[src/rtl/fetch_unit.sv]
// Instruction fetch stage: PC register, 64-word ROM addressing and a DEPTH-entry
// {instr, pc} buffer handed to decode over valid/ready. Optional halt detection: FETCH_HALT_EN.
module fetch_unit #(
    parameter int          N         = 64,
    parameter int          DEPTH     = 2,
    parameter logic [31:0] HALT_WORD = 32'hb400001f
) (
    input  logic         clk,
    input  logic         reset,
    output logic [5:0]   imem_addr,
    input  logic [31:0]  imem_q,
    input  logic         redirect_i,
    input  logic [N-1:0] redirect_pc_i,
    output logic [31:0]  instr_o,
    output logic [N-1:0] pc_o,
    output logic         valid_o,
    input  logic         ready_i,
    output logic         halted_o
);

    localparam int PW = (DEPTH > 1) ? $clog2(DEPTH) : 1;
    localparam logic [PW:0] FULL_COUNT = (PW+1)'(DEPTH);

    typedef enum logic {
        FETCH = 1'b0,
        HALT  = 1'b1
    } state_t;

    state_t         state_reg, state_next;
    logic [N-1:0]   pc_reg, pc_next;
    logic [PW-1:0]  rd_ptr_reg, rd_ptr_next;
    logic [PW-1:0]  wr_ptr_reg, wr_ptr_next;
    logic [PW:0]    count_reg, count_next;

    logic           pop;
    logic           push;
    logic           hit_halt;

    logic [31:0]    entry_instr [DEPTH];
    logic [N-1:0]   entry_pc    [DEPTH];

    assign pop  = (count_reg != '0) && ready_i;
    assign push = (state_reg == FETCH) && !redirect_i && ((count_reg < FULL_COUNT) || pop);

`ifdef FETCH_HALT_EN
    assign hit_halt = push && (imem_q == HALT_WORD);
    assign halted_o = (state_reg == HALT);
`else
    assign hit_halt = 1'b0;
    assign halted_o = 1'b0;
`endif

    // Word address is a plain slice of the PC, so it wraps 63->0 along with pc[7:2].
    assign imem_addr = pc_reg[7:2];

    assign valid_o = (count_reg != '0);
    assign instr_o = entry_instr[rd_ptr_reg];
    assign pc_o    = entry_pc[rd_ptr_reg];

    // Buffer storage: one register pair per slot, written only when the write pointer selects it.
    generate
        for (genvar gi = 0; gi < DEPTH; gi++) begin : g_entry
            logic [31:0]  instr_reg;
            logic [N-1:0] epc_reg;
            logic         wr_sel;

            assign wr_sel = push && (wr_ptr_reg == PW'(gi));

            always_ff @(posedge clk or posedge reset) begin
                if (reset) begin
                    instr_reg <= '0;
                    epc_reg   <= '0;
                end else if (wr_sel) begin
                    instr_reg <= imem_q;
                    epc_reg   <= pc_reg;
                end
            end

            assign entry_instr[gi] = instr_reg;
            assign entry_pc[gi]    = epc_reg;
        end
    endgenerate

    always_comb begin
        state_next  = state_reg;
        pc_next     = pc_reg;
        rd_ptr_next = rd_ptr_reg;
        wr_ptr_next = wr_ptr_reg;
        count_next  = count_reg;

        if (redirect_i) begin
            // Redirect wins over everything, including a handshake completing this cycle.
            state_next  = FETCH;
            pc_next     = {redirect_pc_i[N-1:2], 2'b00};
            rd_ptr_next = '0;
            wr_ptr_next = '0;
            count_next  = '0;
        end else begin
            if (pop) begin
                rd_ptr_next = rd_ptr_reg + PW'(1);
            end
            if (push) begin
                wr_ptr_next = wr_ptr_reg + PW'(1);
                pc_next     = pc_reg + N'(4);
            end
            if (push && !pop) begin
                count_next = count_reg + (PW+1)'(1);
            end else if (pop && !push) begin
                count_next = count_reg - (PW+1)'(1);
            end
            if (hit_halt) begin
                state_next = HALT;
            end
        end
    end

    always_ff @(posedge clk or posedge reset) begin
        if (reset) begin
            state_reg  <= FETCH;
            pc_reg     <= '0;
            rd_ptr_reg <= '0;
            wr_ptr_reg <= '0;
            count_reg  <= '0;
        end else begin
            state_reg  <= state_next;
            pc_reg     <= pc_next;
            rd_ptr_reg <= rd_ptr_next;
            wr_ptr_reg <= wr_ptr_next;
            count_reg  <= count_next;
        end
    end

endmodule

[config.mk]
export PLATFORM = sky130hd
export DESIGN_NAME = fetch_unit
export DESIGN_NICKNAME = d
export VERILOG_FILES = /design/src/rtl/fetch_unit.sv
export SDC_FILE = /design/constraint.sdc
export NUM_CORES = 1
export LEC_CHECK = 0
export BUFFER_PORTS_ARGS = -buffer_cell sky130_fd_sc_hd__buf_4
export CAP_MARGIN = 20
export CORE_MARGIN = 2
export CORE_UTILIZATION = 61
export DETAILED_ROUTE_END_ITERATION = 16
export PLACE_DENSITY = 0.94
export SYNTH_ARGS = -nofsm -noshare
export SYNTH_HDL_FRONTEND = slang
export SYNTH_SLANG_ARGS = --single-unit
[constraint.sdc]
create_clock -name clk -period 15.1 [get_ports clk]
set_input_delay 1.51 -clock clk [delete_from_list [all_inputs] [get_ports clk]]
set_output_delay 1.51 -clock clk [all_outputs]
set_load 0.05 [all_outputs]
[Word level (Yosys, flattened, before mapping)]
Index checks and enable logic that the tools add are counted.
Word-level totals
  logic and storage cells: 46
  bits in registers: 260
  latch bits: 0
  bits in writable memories: 0
  ROM bits: 0
  input bits: 100
  memories kept: 0
Cells by class
  mux-type cells: 15
  shift-type cells: 0
  add/sub/neg operators: 5
  $lt $le $gt $ge: 2
  equality and inequality tests: 0
  reductions and logical operators: 14
  multiply operators: 0
  bitwise operators: 2
  divide/modulo/power cells: 0
Operators by type and width (count)
  $mux 64: 5
  $mux 32: 3
  $add 64x3->64 const B: 1
  $logic_and 1x1->1: 6
  $mux 2: 3
  $reduce_bool 2->1: 3
  $mux 1: 4
  $logic_not 1->1: 3
  $reduce_bool 3->1: 1
  $add 1x1->1 const B: 2
  $add 2x1->2 const B: 1
  $ge 2x2->1 const B: 1
  $lt 2x2->1 const B: 1
  $not 1->2: 1
  $sub 2x1->2 const B: 1
  $logic_or 1x1->1: 1
  $not 1->1: 1

[Longest topological paths before layout]
Gate-level depths: netlist of run 1.
  depth after elaboration: 9
  mapped depth: 8
  mapped depth without buffers: 5

[Worst setup path after synthesis of run 1]
No wires, ideal clock.
  path type: reg-to-output
  start point: reg rd_ptr_reg
  end point: out pc_o[10]
  data arrival time: 1624 ps
  stages on the path, launching flop included: 5
  path slack: 11966 ps
  path through: dfrtp_1 -> clkbuf_1 -> buf_1 -> clkbuf_1 -> mux2_2
Between the ends
  word-level cells in the longest chain between the ends: 4
RTL lines
  start: declaration: RTL line 31  | logic [PW-1:0] rd_ptr_reg, rd_ptr_next;
  start signal: assignment: RTL line 127  | rd_ptr_reg <= rd_ptr_next;
  $not 1->2 (implied by the code): RTL line 58  | assign pc_o = entry_pc[rd_ptr_reg];
  $mux 64 (implied by the code) (3 in a row): RTL line 58
  end: declaration: RTL line 15  | output logic [N-1:0] pc_o,
Every way passes these cells. The select of a mux whose other input is x is not followed.

[Worst setup path in the final report of run 1]
  start point: reg rd_ptr_reg
  end point: out pc_o[9]
The elaborated chain is that of the path after synthesis.

==> impl_metrics.toml, run 1 <==
[layout]
final_cell_mix = "mux2_2 (283), dfrtp_1 (253), buf_4 (207)"
area_growth_pct = 20.2
antenna_cells = 0
final_nets = 1256
fin_cells = 1436
largest_reg_flops = 124
layout_commonest_cell = "mux2_2"
nFillCells = 1198
layout-drive-gt1-share = 0.463

[place]
dp.cells = 1392
dp_hpwl_mm = 18.7
port_buffers = 198
place_congestion = 0.812

[routing]
via_count = 8844
drt-pass1-iter-count = 6
drc = 0
wirelength_mm = 29.0
drt-initial-drc-count = 758
wl_per_cell_um = 20.2
viasPerCell = 6.16
ant_nets = 0

[timing]
fmax_ghz = 0.236
drv_slew = 0
tightest_slew_ns = 0.959
relSlewSlack = 0.361
layout_min_cycle_time_ns = 4.25
hold_ws_ns = 0.501
setup_tns_ns = 0
rsz0062_at_grt = "no"
hold_violations = 0
finalCritPeriodShare = 0.281
fin_skew_ns = 0.0129
final-setup-viol-count = 0

[critical_path]
cp.arrival_ns = 2.74
setup.worst_path.class = "reg -> out"
worstPathRequired_ns = 13.59
cp_max_fo = 50
crit_path_end_kind = "primary output"
cp-start-kind = "flip-flop"

[global_routing]
grt_pass1_vias = 9258
grt-ovfl-total = 0
grt_antenna_before_repair = 0
grt.total_usage = 0.274
grt_max_degree = 115
grt_first_pass_wirelength_mm = 47.6

[logic_synthesis]
syn_area_um2 = 12100
synthCells = 993
avgSynthCellArea_um2 = 12.2
yosys.area.top_type = "dfrtp_1"
synth_area_leaders = "dfrtp_1 (52%), mux2_2 (26%), nand2_1 (2.3%)"
ys_ff_latch = 254
synth_cell_types = 53
synth_top_flop_cell = "dfrtp_1"
async_flop_share = 1.00
ys_warn_count = 0
synth_edf_count = 0
netlist.area_leader.share = 0.524
seq_area_frac_synth = 0.524

[power_and_ir_drop]
power_frac_clock = 0.284
pwr-share-seq = 0.398
cellPowerDensity_nw_per_um2 = 161
p_switching_uw = 797
intPower_mw = 1.55
p_leak_nw = 6.25
comb_power_share = 0.318
irDropWorstVdd_uv = 105
finalPower_mw = 2.34
p_sw_frac = 0.340

[clock_network]
clkSlewWorstSetupHoldPaths_ns = 0.07
htree_levels = 1
clockBufferDepth = 3
postCtsResizedCells = 0
clock_latency_ns = 0.52
cts_made_buffers = 26
root_buffer = "clkbuf_16"
cts_tree = "built"
hold_buffers = 0
cts_setup_buffers = 0
clock_sinks = 254

[floorplanning]
core_region_area_um2 = 19500
die_h_um = 145
start_util = 0.623
std_cell_rows = 51
die_w_um = 145
die_area_um2 = 21000
num_io_pins = 204

[flow_run]
maxCapViolCount = 0

[worst_hold_path]
hold_path_class = "reg -> reg"

[outcome]
outcome = "complete, no violations"
-- cell families (layout without fill, tap and decap cells) --
group | count (synthesis) | after routing | synth area share
xor gates and xnor gates | 34 | 34 | 0.0245
adders and majority gates | 1 | 1 | 0.00103
buffers and inverters | 86 | 262 | 0.0319
and+or+nand+nor | 245 | 245 | 0.109
AOI/OAI and AO/OA | 88 | 88 | 0.0457
muxes | 284 | 284 | 0.264
DFF | 254 | 254 | 0.524
other | 1 | 3 | 0.000309
-- power by group through the flow --
stage / registers (mW) / clock network (mW) / logic [mW]
final: 0.933 / 0.665 / 0.745
after global routing: 0.954 / 0.702 / 0.781
after CTS: 0.933 / 0.672 / 0.749
after detailed placement: 0.942 / 0 / 0.744
after global placement: 0.926 / 0 / 0.729
after floorplan: 0.900 / 0 / 0.578
-- layout make-up --
class / count / area (um2) / share of cell area
sequential: 254 / 6360 / 0.436
multi-input combinational: 655 / 5410 / 0.371
timing repair buffer: 207 / 1550 / 0.107
clock buffer: 39 / 761 / 0.0522
tap: 265 / 332 / 0.0227
clock inverter: 5 / 125 / 0.00858
inverter: 11 / 48.8 / 0.00335
-- critical path, stage by stage, from the launching register on --
cell and delay, ns:
dfrtp_4 0.85, buf_4 0.72, mux2_2 0.43, buf_4 0.19
-- cell usage after synthesis, types with 18 or more instances --
master,count
mux2_2,283
nor2_1,25
xnor2_1,27
nand2_1,75
nand4_1,21
buf_2,18
dfrtp_1,254
nand3_1,37
o21ai_0,34
clkbuf_1,35
nor3_1,23
-- routing by layer --
metal	GRT usage	wire length, um	part of all wire	vias to the layer above
met2	0.469	14600	0.50	396
li1	-	-	-	3899
met4	0.0931	819	0.028	0
met1	0.360	11700	0.40	4467
met3	0.0412	1870	0.065	82
met5	0	0	0	-
-- per-stage QoR --
| step | area, um2 | worst slack [ns] | util |
|---|---|---|---|
| 2_1_floorplan | 12100 | 6.60 | - |
| 3_5_place_dp | 13700 | 10.92 | 0.704 |
| 3_3_place_gp | 13700 | 10.95 | 0.704 |
| 5_1_grt | 14600 | 10.75 | 0.749 |
| 4_1_cts | 14600 | 10.83 | 0.749 |
| 6_report | 14600 | 10.85 | 0.749 |
-- final timing paths --
check                      slack [ns]              startpoint  cells past startpoint                  endpoint
max                             10.85              rd_ptr_reg                      3                   pc_o[9]
min                              0.50  g_entry[1].epc_reg[34]                      1    g_entry[1].epc_reg[34]
max reg2reg                     12.16              pc_reg[10]                      5                pc_reg[44]
min reg2reg                      0.50  g_entry[1].epc_reg[34]                      1    g_entry[1].epc_reg[34]
max in group asynchronous       12.46                   reset                      3                pc_reg[23]
min in group asynchronous        1.15                   reset                      2  g_entry[1].instr_reg[12]
Note: power is estimated with default switching activity, not from simulation.
==> run 2: changes to the inputs <==
Settings changed: CORE_UTILIZATION 61 to 51, PLACE_DENSITY 0.94 to 0.84.
Clock period 15.1 ns to 3.85 ns, I/O delays scaled along.
==> impl_metrics.toml, run 2 (synthesized netlist as in run 1, its figures left out) <==
[timing]
rsz0062_at_grt = "no"
layout_min_cycle_time_ns = 2.83
relSlewSlack = 0.387
drv_slew = 0
setup_tns_ns = 0
hold_violations = 0
finalCritPeriodShare = 0.735
tightest_slew_ns = 0.920
fmax_ghz = 0.354
final-setup-viol-count = 0
fin_skew_ns = 0.00912

[clock_network]
root_buffer = "clkbuf_16"
htree_levels = 1
postCtsResizedCells = 0
clock_latency_ns = 0.53
clock_sinks = 254
cts_setup_buffers = 0
clockBufferDepth = 3
cts_made_buffers = 28
hold_buffers = 0
clkSlewWorstSetupHoldPaths_ns = 0.06
cts_tree = "built"

[layout]
final_cell_mix = "mux2_2 (283), dfrtp_1 (253), buf_4 (206)"
largest_reg_flops = 124
area_growth_pct = 21.6
layout_commonest_cell = "mux2_2"
fin_cells = 1499
layout-drive-gt1-share = 0.465
antenna_cells = 0
final_nets = 1262

[critical_path]
cp-start-kind = "flip-flop"
cp_max_fo = 52
crit_path_end_kind = "primary output"
cp.arrival_ns = 2.44
setup.worst_path.class = "reg -> out"
worstPathRequired_ns = 3.46

[floorplanning]
die_w_um = 158
start_util = 0.518
die_h_um = 158
std_cell_rows = 56
core_region_area_um2 = 23400
die_area_um2 = 25000
num_io_pins = 204

[place]
port_buffers = 198
dp.cells = 1450
dp_hpwl_mm = 18.8
place_congestion = 0.802

[global_routing]
grt.total_usage = 0.226
grt_first_pass_wirelength_mm = 45.5
grt_pass1_vias = 8839
grt_max_degree = 97
grt_antenna_before_repair = 0
grt-ovfl-total = 0

[worst_hold_path]
hold_path_class = "in -> async"

[routing]
drc = 0
drt-initial-drc-count = 524
wl_per_cell_um = 19.1
wirelength_mm = 28.6
viasPerCell = 5.73
ant_nets = 0
via_count = 8584
drt-pass1-iter-count = 4

[flow_run]
maxCapViolCount = 0

[outcome]
outcome = "complete, no violations"

[power_and_ir_drop]
p_leak_nw = 6.29
cellPowerDensity_nw_per_um2 = 622
irDropWorstVdd_uv = 403
run 2: cell types whose count changed in the layout (fill, tap and decap cells not counted):
cell,previous run,this run
buf_4,207,206
bufinv_16,4,1
clkbuf_8,4,7
inv_8,1,0
clkinvlp_4,0,1
clkbuf_16,27,29
clkinv_2,1,2
clkbuf_1,8,10
buf_12,0,5
run 2: path summary, 6_finish.rpt:
check,startpoint,to,slack (ns),depth (start not counted)
min in group clk,redirect_pc_i[42],pc_reg[42],0.07,3
max in group asynchronous,reset,g_entry[1].epc_reg[14],2.82,3
worst max register to register,pc_reg[10],pc_reg[53],1.09,5
worst max-delay path,rd_ptr_reg,pc_o[57],1.02,3
worst min register to register,g_entry[1].epc_reg[51],g_entry[1].epc_reg[51],0.50,1
worst min-delay path,reset,g_entry[0].instr_reg[0],0.05,2
run 2: per-layer routing:
metal	vias to the layer above	share of wire	global-route usage
met5	-	0	0
met4	0	0.026	0.0678
met3	55	0.061	0.0389
met2	291	0.49	0.388
met1	4312	0.42	0.294
li1	3926	-	-
run 2: cell type report:
type                    instances  area (um2)
clock buffers                  46         860
clock inverters                 3        40.0
fillers                      1805        8650
inverters                      11        45.0
multi-input cells             655        5410
flip-flops and latches        254        6360
well taps                     319         399
repair buffers                211        1650
run 2: stage by stage:
step                hold slack, ns  power, mW  instance area (um2)  worst slack (ns)   util
finish                      0.0499       9.17                14800              1.02  0.631
global route                0.0596       9.59                14800             0.906  0.631
CTS                         0.0523       9.26                14800             0.972  0.631
detailed placement           0.491       6.62                13900              1.16  0.592
global placement             0.483       6.52                13900              1.24  0.592
floorplan                    0.475       5.80                12100             0.121      -
run 2: critical path, stage by stage, from the launching register on:
cell and delay [ns]:
dfrtp_4 0.96, buf_12 0.35, mux2_2 0.39, buf_4 0.19
run 2: where the power goes:
part           switching (mW)  internal (mW)
combinational            1.72           1.20
clock                    1.03           1.57
sequential              0.394           3.26
==> run 3: changes to the inputs <==
Settings changed: ABC_AREA set to 1, CORE_UTILIZATION 51 to 52, PLACE_DENSITY 0.84 to 0.85.
Clock period 3.85 ns to 2.6 ns, I/O delays scaled along.
==> impl_metrics.toml, run 3 <==
[logic_synthesis]
syn_area_um2 = 13400
synthTopCellsByCount = "nand2_1 (760), dfrtp_1 (254), inv_1 (169)"
async_flop_share = 1.00
avgSynthCellArea_um2 = 7.41
synthCells = 1811
ys_warn_count = 0
seq_area_frac_synth = 0.474
netlist.area_leader.share = 0.474
ys_ff_latch = 254
synth_edf_count = 0
synth_cell_types = 37
synth_area_leaders = "dfrtp_1 (47%), nand2_1 (21%), inv_1 (4.7%)"
yosys.area.top_type = "dfrtp_1"
synth.most_common_cell = "nand2_1"
synth_top_flop_cell = "dfrtp_1"

[layout]
area_growth_pct = 22.7
layout-drive-gt1-share = 0.168
layout_commonest_cell = "nand2_1"
antenna_cells = 0
nFillCells = 2121
fin_cells = 2376
final_cell_mix = "nand2_1 (760), dfrtp_1 (253), buf_4 (216)"
largest_reg_flops = 124
multi_input_area_um2 = 5820
final_nets = 2127
register_area_um2 = 6360

[routing]
drc = 0
ant_nets = 0
wirelength_mm = 38.7
drt-pass1-iter-count = 5
wl_per_cell_um = 16.3
viasPerCell = 5.33
via_count = 12700
drt-initial-drc-count = 1062

[place]
place_congestion = 1.03
dp.cells = 2281
port_buffers = 198
pre_cts_ws_ns = 0.543
dp_hpwl_mm = 27.4

[critical_path]
slowest_stage = "dfrtp_4"
r2r-start = "pc_reg[2]"
regToRegSetupSlack_ns = 0.51
r2r_cells = 9
cp.arrival_ns = 1.97
cp_max_fo = 38
cp-start-kind = "flip-flop"
critPathMaxStageDelay_ns = 0.49
cp_top_family = "buffers and inverters"
worstPathRequired_ns = 2.34
r2r-end = "pc_reg[41]"
crit_path_end_kind = "primary output"
setup.worst_path.class = "reg -> out"
critPathBufInv = 3
cp_cell_sequence = "inv_2, buf_4, nand2_1, nand2_1, buf_4"

[timing]
layout_setup_ws_ns = 0.375
hold_violations = 0
layout_min_cycle_time_ns = 2.23
tightest_slew_ns = 0.984
finalCritPeriodShare = 0.856
drv_slew = 0
rsz0062_at_grt = "no"
setup_tns_ns = 0
fin_skew_ns = 0.0236
relSlewSlack = 0.342
final-setup-viol-count = 0
fmax_ghz = 0.449

[floorplanning]
num_io_pins = 204
start_util = 0.531
core_region_area_um2 = 25300
std_cell_rows = 58
die_area_um2 = 27100
die_w_um = 165
die_h_um = 165

[global_routing]
grt-ovfl-total = 0
grt_pass1_vias = 12100
grt.total_usage = 0.288
grt_antenna_before_repair = 0
grt_first_pass_wirelength_mm = 61.9
grt_max_degree = 95

[worst_hold_path]
whs_path_depth = 3
min_to = "g_entry[1].instr_reg[1]"
hold_path_class = "in -> reg"
hp-start = "imem_q[1]"

[clock_network]
root_buffer = "clkbuf_16"
postCtsResizedCells = 0
clockBufferDepth = 3
cts_tree = "built"
clkSlewWorstSetupHoldPaths_ns = 0.05
clock_sinks = 254
cts_made_buffers = 28
clock_latency_ns = 0.54
htree_levels = 1

[power_and_ir_drop]
p_leak_nw = 8.32
finalPower_mw = 13.4
cellPowerDensity_nw_per_um2 = 812
irDropWorstVdd_uv = 511

[flow_run]
maxCapViolCount = 0

[outcome]
outcome = "complete, no violations"
==> run 3: routing by layer <==
metal,up-vias,GRT usage,part of all wire
met5,-,0,0
met4,0,0.0921,0.029
met3,71,0.0407,0.070
met2,438,0.484,0.48
met1,6025,0.385,0.42
li1,6123,-,-
==> run 3: metrics by stage <==
stage / area (um2) / utilization / hold slack, ns
3_5_place_dp: 15100 / 0.598 / 0.468
5_1_grt: 16500 / 0.652 / 0.0218
2_1_floorplan: 13400 / - / 0.387
3_3_place_gp: 15100 / 0.598 / 0.463
4_1_cts: 16500 / 0.652 / 0.000844
6_report: 16500 / 0.652 / 0.00779
==> run 3: timing repair <==
item	in CTS	in global routing
hold buffers	45	0
hold endpoints to repair	75	0
buffers inserted	0	0
==> run 3: final cells by class <==
class,instances,area share
clock inverters,7,0.00540
clock buffers,43,0.0497
repair buffers,273,0.140
flip-flops and latches,254,0.386
multi-input cells,1297,0.353
well taps,330,0.0251
inverters,172,0.0397
==> run 3: kinds of logic after synthesis <==
| family | count (synthesis) | synth area share |
|---|---|---|
| compound gates | 281 | 0.125 |
| simple gates | 1004 | 0.301 |
| xor+xnor | 8 | 0.00522 |
| fa+ha+maj | 1 | 0.000932 |
| other cells | 1 | 0.000280 |
| buf+inv | 262 | 0.0932 |
| flops | 254 | 0.474 |
==> run 3: tightest hold or removal path, delay by kind of cell <==
| family | cells | cell delay (ns) |
|---|---|---|
| AOI/OAI and AO/OA | 1 | 0.07 |
| buffers and inverters | 2 | 0.15 |
==> run 3: where the power goes <==
part | switching (mW) | internal (mW)
clock | 1.55 | 2.35
combinational | 2.85 | 1.31
sequential | 0.535 | 4.76
total | 4.94 | 8.43
==> run 3: worst max-delay path by stage <==
stage | start | endpoint | slack [ns] | cells after the start
after detailed placement | pc_reg[3] | pc_reg[44] | 0.54 | 8
final | rd_ptr_reg | pc_o[60] | 0.37 | 5
after global placement | pc_reg[3] | pc_reg[44] | 0.60 | 8
after floorplan | reset | count_reg[0] | -1.00 | 1
after CTS | rd_ptr_reg | pc_o[60] | 0.37 | 5
after global routing | pc_reg[2] | pc_reg[55] | 0.19 | 10
